File: config.mk
export PLATFORM = sky130hd
export DESIGN_NAME = jpeg_mcu_seq
export DESIGN_NICKNAME = d
export VERILOG_FILES = /design/src/rtl/jpeg_mcu_seq_pkg.sv /design/src/rtl/jpeg_mcu_pos.sv /design/src/rtl/jpeg_mcu_seq.sv
export SDC_FILE = /design/constraint.sdc
export NUM_CORES = 1
export LEC_CHECK = 0
export ABC_AREA = 0
export CORE_MARGIN = 2
export CORE_UTILIZATION = 55
export DETAILED_ROUTE_END_ITERATION = 8
export HOLD_SLACK_MARGIN = 0.02
export PLACE_DENSITY = 0.81
export SYNTH_ARGS = -nofsm -noshare
export SYNTH_HDL_FRONTEND = slang
export SYNTH_SLANG_ARGS = --single-unit
export TNS_END_PERCENT = 5
File: constraint.sdc
create_clock -name clk -period 4.2 [get_ports clk]
set_input_delay 0.42 -clock clk [delete_from_list [all_inputs] [get_ports clk]]
set_output_delay 0.42 -clock clk [all_outputs]
set_load 0.01 [all_outputs]
File: src/rtl/jpeg_mcu_seq_pkg.sv
// Shared definitions for the MCU sequencer: top-decoder state codes, component
// codes, blocks-per-MCU for each sampling mode and the sequencer FSM encoding.
package jpeg_mcu_seq_pkg;

    // Top decoder state codes; STATE_RST forces every downstream stage to clear.
    localparam logic [3:0] STATE_IDLE = 4'd0;
    localparam logic [3:0] STATE_RST  = 4'd1;
    localparam logic [3:0] STATE_SOF  = 4'd2;
    localparam logic [3:0] STATE_SCAN = 4'd3;

    localparam logic [1:0] COMP_Y  = 2'd0;
    localparam logic [1:0] COMP_CB = 2'd1;
    localparam logic [1:0] COMP_CR = 2'd2;

    localparam int unsigned BLK_PER_MCU_411 = 6;
    localparam int unsigned BLK_PER_MCU_444 = 3;

    typedef enum logic [1:0] {
        StIdle,
        StRun,
        StRstWait,
        StDone
    } seq_state_e;

    // Component of a block index: 411 has four luma blocks before Cb/Cr.
    function automatic logic [1:0] blk_comp(input logic [2:0] blk, input logic is_411);
        logic [2:0] last_y;
        last_y = is_411 ? 3'd3 : 3'd0;
        if (blk <= last_y)              return COMP_Y;
        else if (blk == last_y + 3'd1)  return COMP_CB;
        else                            return COMP_CR;
    endfunction

endpackage

File: src/rtl/jpeg_mcu_pos.sv
// Block / MCU-column / MCU-row position counter.
// Ports:
//   clk, rst        clock, async active-low reset
//   clr             synchronous clear to (blk,x,y) = 0
//   adv             advance by one block on the next edge
//   is_411          1: 6 blocks per MCU, 0: 3 blocks per MCU
//   w, h            frame size in MCUs (non-zero while advancing)
//   blk, x, y       current position
//   mcu_last_blk    current block is the last of its MCU
//   frame_last_mcu  current MCU is the last of the frame
module jpeg_mcu_pos import jpeg_mcu_seq_pkg::*; #(
    parameter int unsigned MCU_BITS = 13
) (
    input  logic                clk,
    input  logic                rst,
    input  logic                clr,
    input  logic                adv,
    input  logic                is_411,
    input  logic [MCU_BITS-1:0] w,
    input  logic [MCU_BITS-1:0] h,
    output logic [2:0]          blk,
    output logic [MCU_BITS-1:0] x,
    output logic [MCU_BITS-1:0] y,
    output logic                mcu_last_blk,
    output logic                frame_last_mcu
);

    logic [2:0]          blk_q, blk_d;
    logic [MCU_BITS-1:0] x_q, x_d, y_q, y_d;
    logic                x_last, y_last;

    assign mcu_last_blk   = is_411 ? (blk_q == 3'(BLK_PER_MCU_411 - 1))
                                   : (blk_q == 3'(BLK_PER_MCU_444 - 1));
    assign x_last         = (x_q == w - MCU_BITS'(1));
    assign y_last         = (y_q == h - MCU_BITS'(1));
    assign frame_last_mcu = x_last & y_last;

    // Every increment is guarded by a compare against its bound, so nothing wraps.
    always_comb begin
        blk_d = blk_q;
        x_d   = x_q;
        y_d   = y_q;
        if (clr) begin
            blk_d = '0;
            x_d   = '0;
            y_d   = '0;
        end else if (adv) begin
            if (!mcu_last_blk) begin
                blk_d = blk_q + 3'd1;
            end else begin
                blk_d = '0;
                if (!x_last) begin
                    x_d = x_q + MCU_BITS'(1);
                end else if (!y_last) begin
                    x_d = '0;
                    y_d = y_q + MCU_BITS'(1);
                end
            end
        end
    end

    always_ff @(posedge clk or negedge rst) begin
        if (!rst) begin
            blk_q <= '0;
            x_q   <= '0;
            y_q   <= '0;
        end else begin
            blk_q <= blk_d;
            x_q   <= x_d;
            y_q   <= y_d;
        end
    end

    assign blk = blk_q;
    assign x   = x_q;
    assign y   = y_q;

endmodule

File: src/rtl/jpeg_mcu_seq.sv
// MCU sequencer: walks entropy-decoded 8x8 blocks through the frame geometry
// published by the SOF parser, drives component / quant-table selects, handles
// DRI restart handshakes and flags end of frame.
// Ports:
//   clk, rst                 clock, async active-low reset
//   state                    top decoder state (STATE_RST clears synchronously)
//   co_en, co_411            geometry valid, 411 sampling select
//   co_mcu_w, co_mcu_h       frame size in MCUs
//   sof_*_qt                 quant table ids per component
//   dri_interval             MCUs per restart interval (0 = none)
//   blk_done / blk_ready     block handshake
//   cur_comp/cur_qt/cur_blk  current block selects
//   mcu_x, mcu_y             current MCU position
//   mcu_done, dc_clr, frame_done  one-cycle registered pulses
//   rst_req / rst_ack        restart marker handshake
module jpeg_mcu_seq import jpeg_mcu_seq_pkg::*; #(
    parameter int unsigned MCU_BITS = 13,
    parameter int unsigned DRI_BITS = 16
) (
    input  logic                clk,
    input  logic                rst,
    input  logic [3:0]          state,
    input  logic                co_en,
    input  logic                co_411,
    input  logic [MCU_BITS-1:0] co_mcu_w,
    input  logic [MCU_BITS-1:0] co_mcu_h,
    input  logic [1:0]          sof_y_qt,
    input  logic [1:0]          sof_cb_qt,
    input  logic [1:0]          sof_cr_qt,
    input  logic [DRI_BITS-1:0] dri_interval,
    input  logic                blk_done,
    output logic                blk_ready,
    output logic [1:0]          cur_comp,
    output logic [1:0]          cur_qt,
    output logic [2:0]          cur_blk,
    output logic [MCU_BITS-1:0] mcu_x,
    output logic [MCU_BITS-1:0] mcu_y,
    output logic                mcu_done,
    output logic                rst_req,
    input  logic                rst_ack,
    output logic                dc_clr,
    output logic                frame_done
);

    seq_state_e          fsm_q, fsm_d;
    logic [MCU_BITS-1:0] w_q, w_d, h_q, h_d;
    logic                is411_q, is411_d;
    logic [DRI_BITS-1:0] dri_q, dri_d, rcnt_q, rcnt_d;
    logic [1:0]          yqt_q, yqt_d, cbqt_q, cbqt_d, crqt_q, crqt_d;
    logic                mcu_done_q, mcu_done_d, dc_clr_q, dc_clr_d;
    logic                frame_done_q, frame_done_d;

    logic sync_clr, accept, mcu_last_blk, frame_last_mcu, pos_adv;

    assign sync_clr  = (state == STATE_RST);
    assign blk_ready = (fsm_q == StRun);
    assign rst_req   = (fsm_q == StRstWait);
    assign accept    = blk_ready & blk_done;
    // The final block of the frame leaves the position parked on the last MCU.
    assign pos_adv   = accept & ~(mcu_last_blk & frame_last_mcu);

    jpeg_mcu_pos #(
        .MCU_BITS (MCU_BITS)
    ) u_pos (
        .clk            (clk),
        .rst            (rst),
        .clr            (sync_clr),
        .adv            (pos_adv),
        .is_411         (is411_q),
        .w              (w_q),
        .h              (h_q),
        .blk            (cur_blk),
        .x              (mcu_x),
        .y              (mcu_y),
        .mcu_last_blk   (mcu_last_blk),
        .frame_last_mcu (frame_last_mcu)
    );

    always_comb begin
        fsm_d        = fsm_q;
        w_d          = w_q;
        h_d          = h_q;
        is411_d      = is411_q;
        dri_d        = dri_q;
        rcnt_d       = rcnt_q;
        yqt_d        = yqt_q;
        cbqt_d       = cbqt_q;
        crqt_d       = crqt_q;
        mcu_done_d   = 1'b0;
        dc_clr_d     = 1'b0;
        frame_done_d = 1'b0;

        unique case (fsm_q)
            StIdle: begin
                if (co_en) begin
                    if (co_mcu_w == '0 || co_mcu_h == '0) begin
                        frame_done_d = 1'b1;
                        fsm_d        = StDone;
                    end else begin
                        w_d      = co_mcu_w;
                        h_d      = co_mcu_h;
                        is411_d  = co_411;
                        dri_d    = dri_interval;
                        yqt_d    = sof_y_qt;
                        cbqt_d   = sof_cb_qt;
                        crqt_d   = sof_cr_qt;
                        dc_clr_d = 1'b1;
                        fsm_d    = StRun;
                    end
                end
            end
            StRun: begin
                if (accept && mcu_last_blk) begin
                    mcu_done_d = 1'b1;
                    if (frame_last_mcu) begin
                        frame_done_d = 1'b1;
                        fsm_d        = StDone;
                    end else if (dri_q != '0 && rcnt_q == dri_q - DRI_BITS'(1)) begin
                        rcnt_d = '0;
                        fsm_d  = StRstWait;
                    end else begin
                        rcnt_d = rcnt_q + DRI_BITS'(1);
                    end
                end
            end
            StRstWait: begin
                if (rst_ack) begin
                    dc_clr_d = 1'b1;
                    fsm_d    = StRun;
                end
            end
            StDone: ;
            default: fsm_d = StIdle;
        endcase

        if (sync_clr) begin
            fsm_d        = StIdle;
            w_d          = '0;
            h_d          = '0;
            is411_d      = 1'b0;
            dri_d        = '0;
            rcnt_d       = '0;
            yqt_d        = '0;
            cbqt_d       = '0;
            crqt_d       = '0;
            mcu_done_d   = 1'b0;
            dc_clr_d     = 1'b0;
            frame_done_d = 1'b0;
        end
    end

    always_ff @(posedge clk or negedge rst) begin
        if (!rst) begin
            fsm_q        <= StIdle;
            w_q          <= '0;
            h_q          <= '0;
            is411_q      <= 1'b0;
            dri_q        <= '0;
            rcnt_q       <= '0;
            yqt_q        <= '0;
            cbqt_q       <= '0;
            crqt_q       <= '0;
            mcu_done_q   <= 1'b0;
            dc_clr_q     <= 1'b0;
            frame_done_q <= 1'b0;
        end else begin
            fsm_q        <= fsm_d;
            w_q          <= w_d;
            h_q          <= h_d;
            is411_q      <= is411_d;
            dri_q        <= dri_d;
            rcnt_q       <= rcnt_d;
            yqt_q        <= yqt_d;
            cbqt_q       <= cbqt_d;
            crqt_q       <= crqt_d;
            mcu_done_q   <= mcu_done_d;
            dc_clr_q     <= dc_clr_d;
            frame_done_q <= frame_done_d;
        end
    end

    assign cur_comp = blk_comp(cur_blk, is411_q);

    always_comb begin
        cur_qt = crqt_q;
        case (cur_comp)
            COMP_Y:  cur_qt = yqt_q;
            COMP_CB: cur_qt = cbqt_q;
            default: cur_qt = crqt_q;
        endcase
    end

    assign mcu_done   = mcu_done_q;
    assign dc_clr     = dc_clr_q;
    assign frame_done = frame_done_q;

endmodule

==> run summary <==
post-route ant nets: 0
final-report hold violation count: 0
Flop pwr share: 34.5%
layout cells sized above 1: 5.21%
Via density: 6.18
vias in the first global route: 5991
drt first pass iters: 7
port bufs: 95
placement row count: 39
cts hold-fix bufs: 0
die area: 12800 um2
Clock Latency Late Sink: 360 ps
CP required: 4470 ps
Area Growth Syn to Fin: 20.8%
setup bufs post-CTS: 0
setup TNS: 0 ps
CP Class: register to register
Chip Width: 113 um
class of the worst hold path: input pin to asynchronous set/reset pin
Synth top area share: 37.9%
ANT cells: 0
gr usage total: 28.7%
Nets: 929
Setup violations, final: 0
unrepaired setup endpoints after global routing: no
GRT overflow: 0
cell with the most instances after synthesis: nand2_1
FFs w/ async S/R, synth: 100%
drt drc: 2
Max FO, Critical Path: 14
Worst setup EP type: register
Top FF cell, synth: dfrtp_1
Unique masters post-synth: 68
Sw Ratio: 41.0%
synthesized cell area: 6540 um2
Combinational Power Share: 45.1%
slowest stage delay, CP: 590 ps
final worst path period share: 87.3%
initial antenna violation count: 0
final wirelength: 17.7 mm
number of CTS-inserted buffers: 9
Mapped Cells: 788
Synth area leaders: dfrtp_1 38%, nand2_1 8.3%, a21oi_1 5.3%
Yosys top cell by area: dfrtp_1
crit path launch type: register
# clock sinks: 99
clk slew on worst S/H paths: 70 ps
CTS resizes: 0
CTS tree: done
fmax: 273 MHz
slowest CP cell: or4b_1
first-pass GRT wire length: 29.7 mm
utilization of the core after routing: 68.6%
crit-path cells: inv_1, ha_1, or4b_1, nor3_1, mux2i_1, a21o_1, and4_1, nand3_2, or4_1, a21oi_1
Clock Skews: 9.73 ps
clock root buffer: clkbuf_16
Post-synth top cells: 145 x nand2_1, 99 x dfrtp_1, 69 x a21oi_1
detailed placer's ending HPWL: 13.0 mm
die height: 113 um
via count: 6219
Worst Tran Pin Value: 1080 ps
status: finished, violations left
Seq cells post-synth: 99
violated checks: design-rule violations
largest net degree at the start of global routing: 60
CTS Buffer Depth: 2
Power Dens Cells: 589 nW/um2
Pleak: 0.00328 uW
Initial Utilization: 56.8%
Switch Pwr: 1900 uW
final count of pins violating max slew: 0
Final Critical Period: 3670 ps
syn avg cell area: 8.29 um2
Crit path arrival time: 3930 ps
slew margin rel.: 28.0%
synthesis warning total: 0
RePlAce Congestion: 0.864
Post-synth EDFFs: 0
first-iteration detailed-routing DRC count: 495
Max-cap violations: 0
sequential-to-total area share from yosys stat: 37.9%
VDD IR-drop max: 0.327 mV
post-synth net total: 858
drt wl/cell: 17.5 um
clock group share of total power: 20.4%
I/O pin count: 96
total internal power: 2740 uW
H-tree levels: 3
core box area: 11500 um2
==> routing by layer <==
metal | track usage [%] | vias up | share of wire (%)
li1 | - | 2997 | -
met1 | 37.2 | 3005 | 43
met2 | 49.1 | 187 | 49
met3 | 5.84 | 30 | 5.6
met4 | 7.80 | 0 | 1.9
met5 | 0 | - | 0
==> critical path: cells and delay by family, from the launching register on <==
kind                       cells  cell delay (ps)
AOI/OAI and AO/OA              2              360
muxes                          1              250
adders and majority gates      1              310
and+or+nand+nor                5             2150
DFF                            1              440
buffers and inverters          1               80
==> cell usage in the layout, fill, tap and decap left out, types with 8 or more instances in the layout <==
cell type,Yosys,layout
nand2_1,145,145
dfrtp_1,99,99
clkdlybuf4s50_1,0,94
a21oi_1,69,69
nand3_1,34,34
xnor2_1,30,30
nor2_1,31,30
inv_1,30,30
o21ai_0,28,28
nor3_1,27,27
xor2_1,22,22
and3_1,19,19
or4_1,15,15
nor4_1,14,14
mux2i_1,14,14
o31ai_1,13,13
nand4_1,13,13
ha_1,12,12
or3_1,10,10
clkbuf_16,0,9
nand2b_1,8,8
nor3b_1,8,8
==> sequential cells by signal (all words and copies together), names as in the netlist <==
register	count
cbqt_q	2
crqt_q	2
mcu_done	1
dc_clr	1
h_q	13
yqt_q	2
w_q	13
u_pos.x	13
dri_q	16
rcnt_q	16
u_pos.blk	3
u_pos.y	13
is411_q	1
frame_done	1
fsm_q	2
==> layout make-up <==
type | count | area [um2]
multi-input cells | 617 | 3780
fillers | 916 | 3620
flip-flops and latches | 99 | 2480
repair buffers | 102 | 1010
clock buffers | 12 | 236
well taps | 143 | 179
inverters | 30 | 113
clock inverters | 4 | 98.8
==> power by group through the flow <==
stage                     sequential (uW)  combinational, uW  clock [uW]
after floorplan                      1470               1570           0
after global placement               1600               2010           0
after detailed placement             1610               2080           0
after CTS                            1600               2100         964
after global routing                 1650               2330        1000
final                                1600               2100         950
==> through the flow <==
step	hold WS (ps)	instance area, um2	setup WS (ps)	cells	power, uW
after floorplan	124	6540	1110	788	3040
after global placement	509	7560	770	991	3610
after detailed placement	524	7560	626	991	3690
after CTS	164	7900	590	1007	4660
after global routing	211	7900	329	1007	4990
final	142	7900	534	1007	4650
==> cells by family after synthesis <==
logic type | count (synthesis) | share of synthesized area [%]
compound gates | 177 | 17.5
xor+xnor | 52 | 6.97
fa+ha+maj | 12 | 2.30
buf+inv | 72 | 4.52
flops | 99 | 37.9
mux | 16 | 2.49
simple gates | 360 | 28.3
==> worst paths after layout <==
path / startpoint / end / slack (ps) / depth (start not counted)
setup / recovery: w_q[0] / u_pos.y[9] / 530 / 10
hold / removal: rst / dri_q[0] / 140 / 1
setup reg to reg: w_q[0] / u_pos.y[9] / 530 / 10
hold reg to reg: crqt_q[1] / crqt_q[1] / 530 / 2
max in group asynchronous: rst / fsm_q[0] / 3020 / 2
min in group clk: crqt_q[1] / crqt_q[1] / 530 / 2
(Power assumes the default switching activity.)
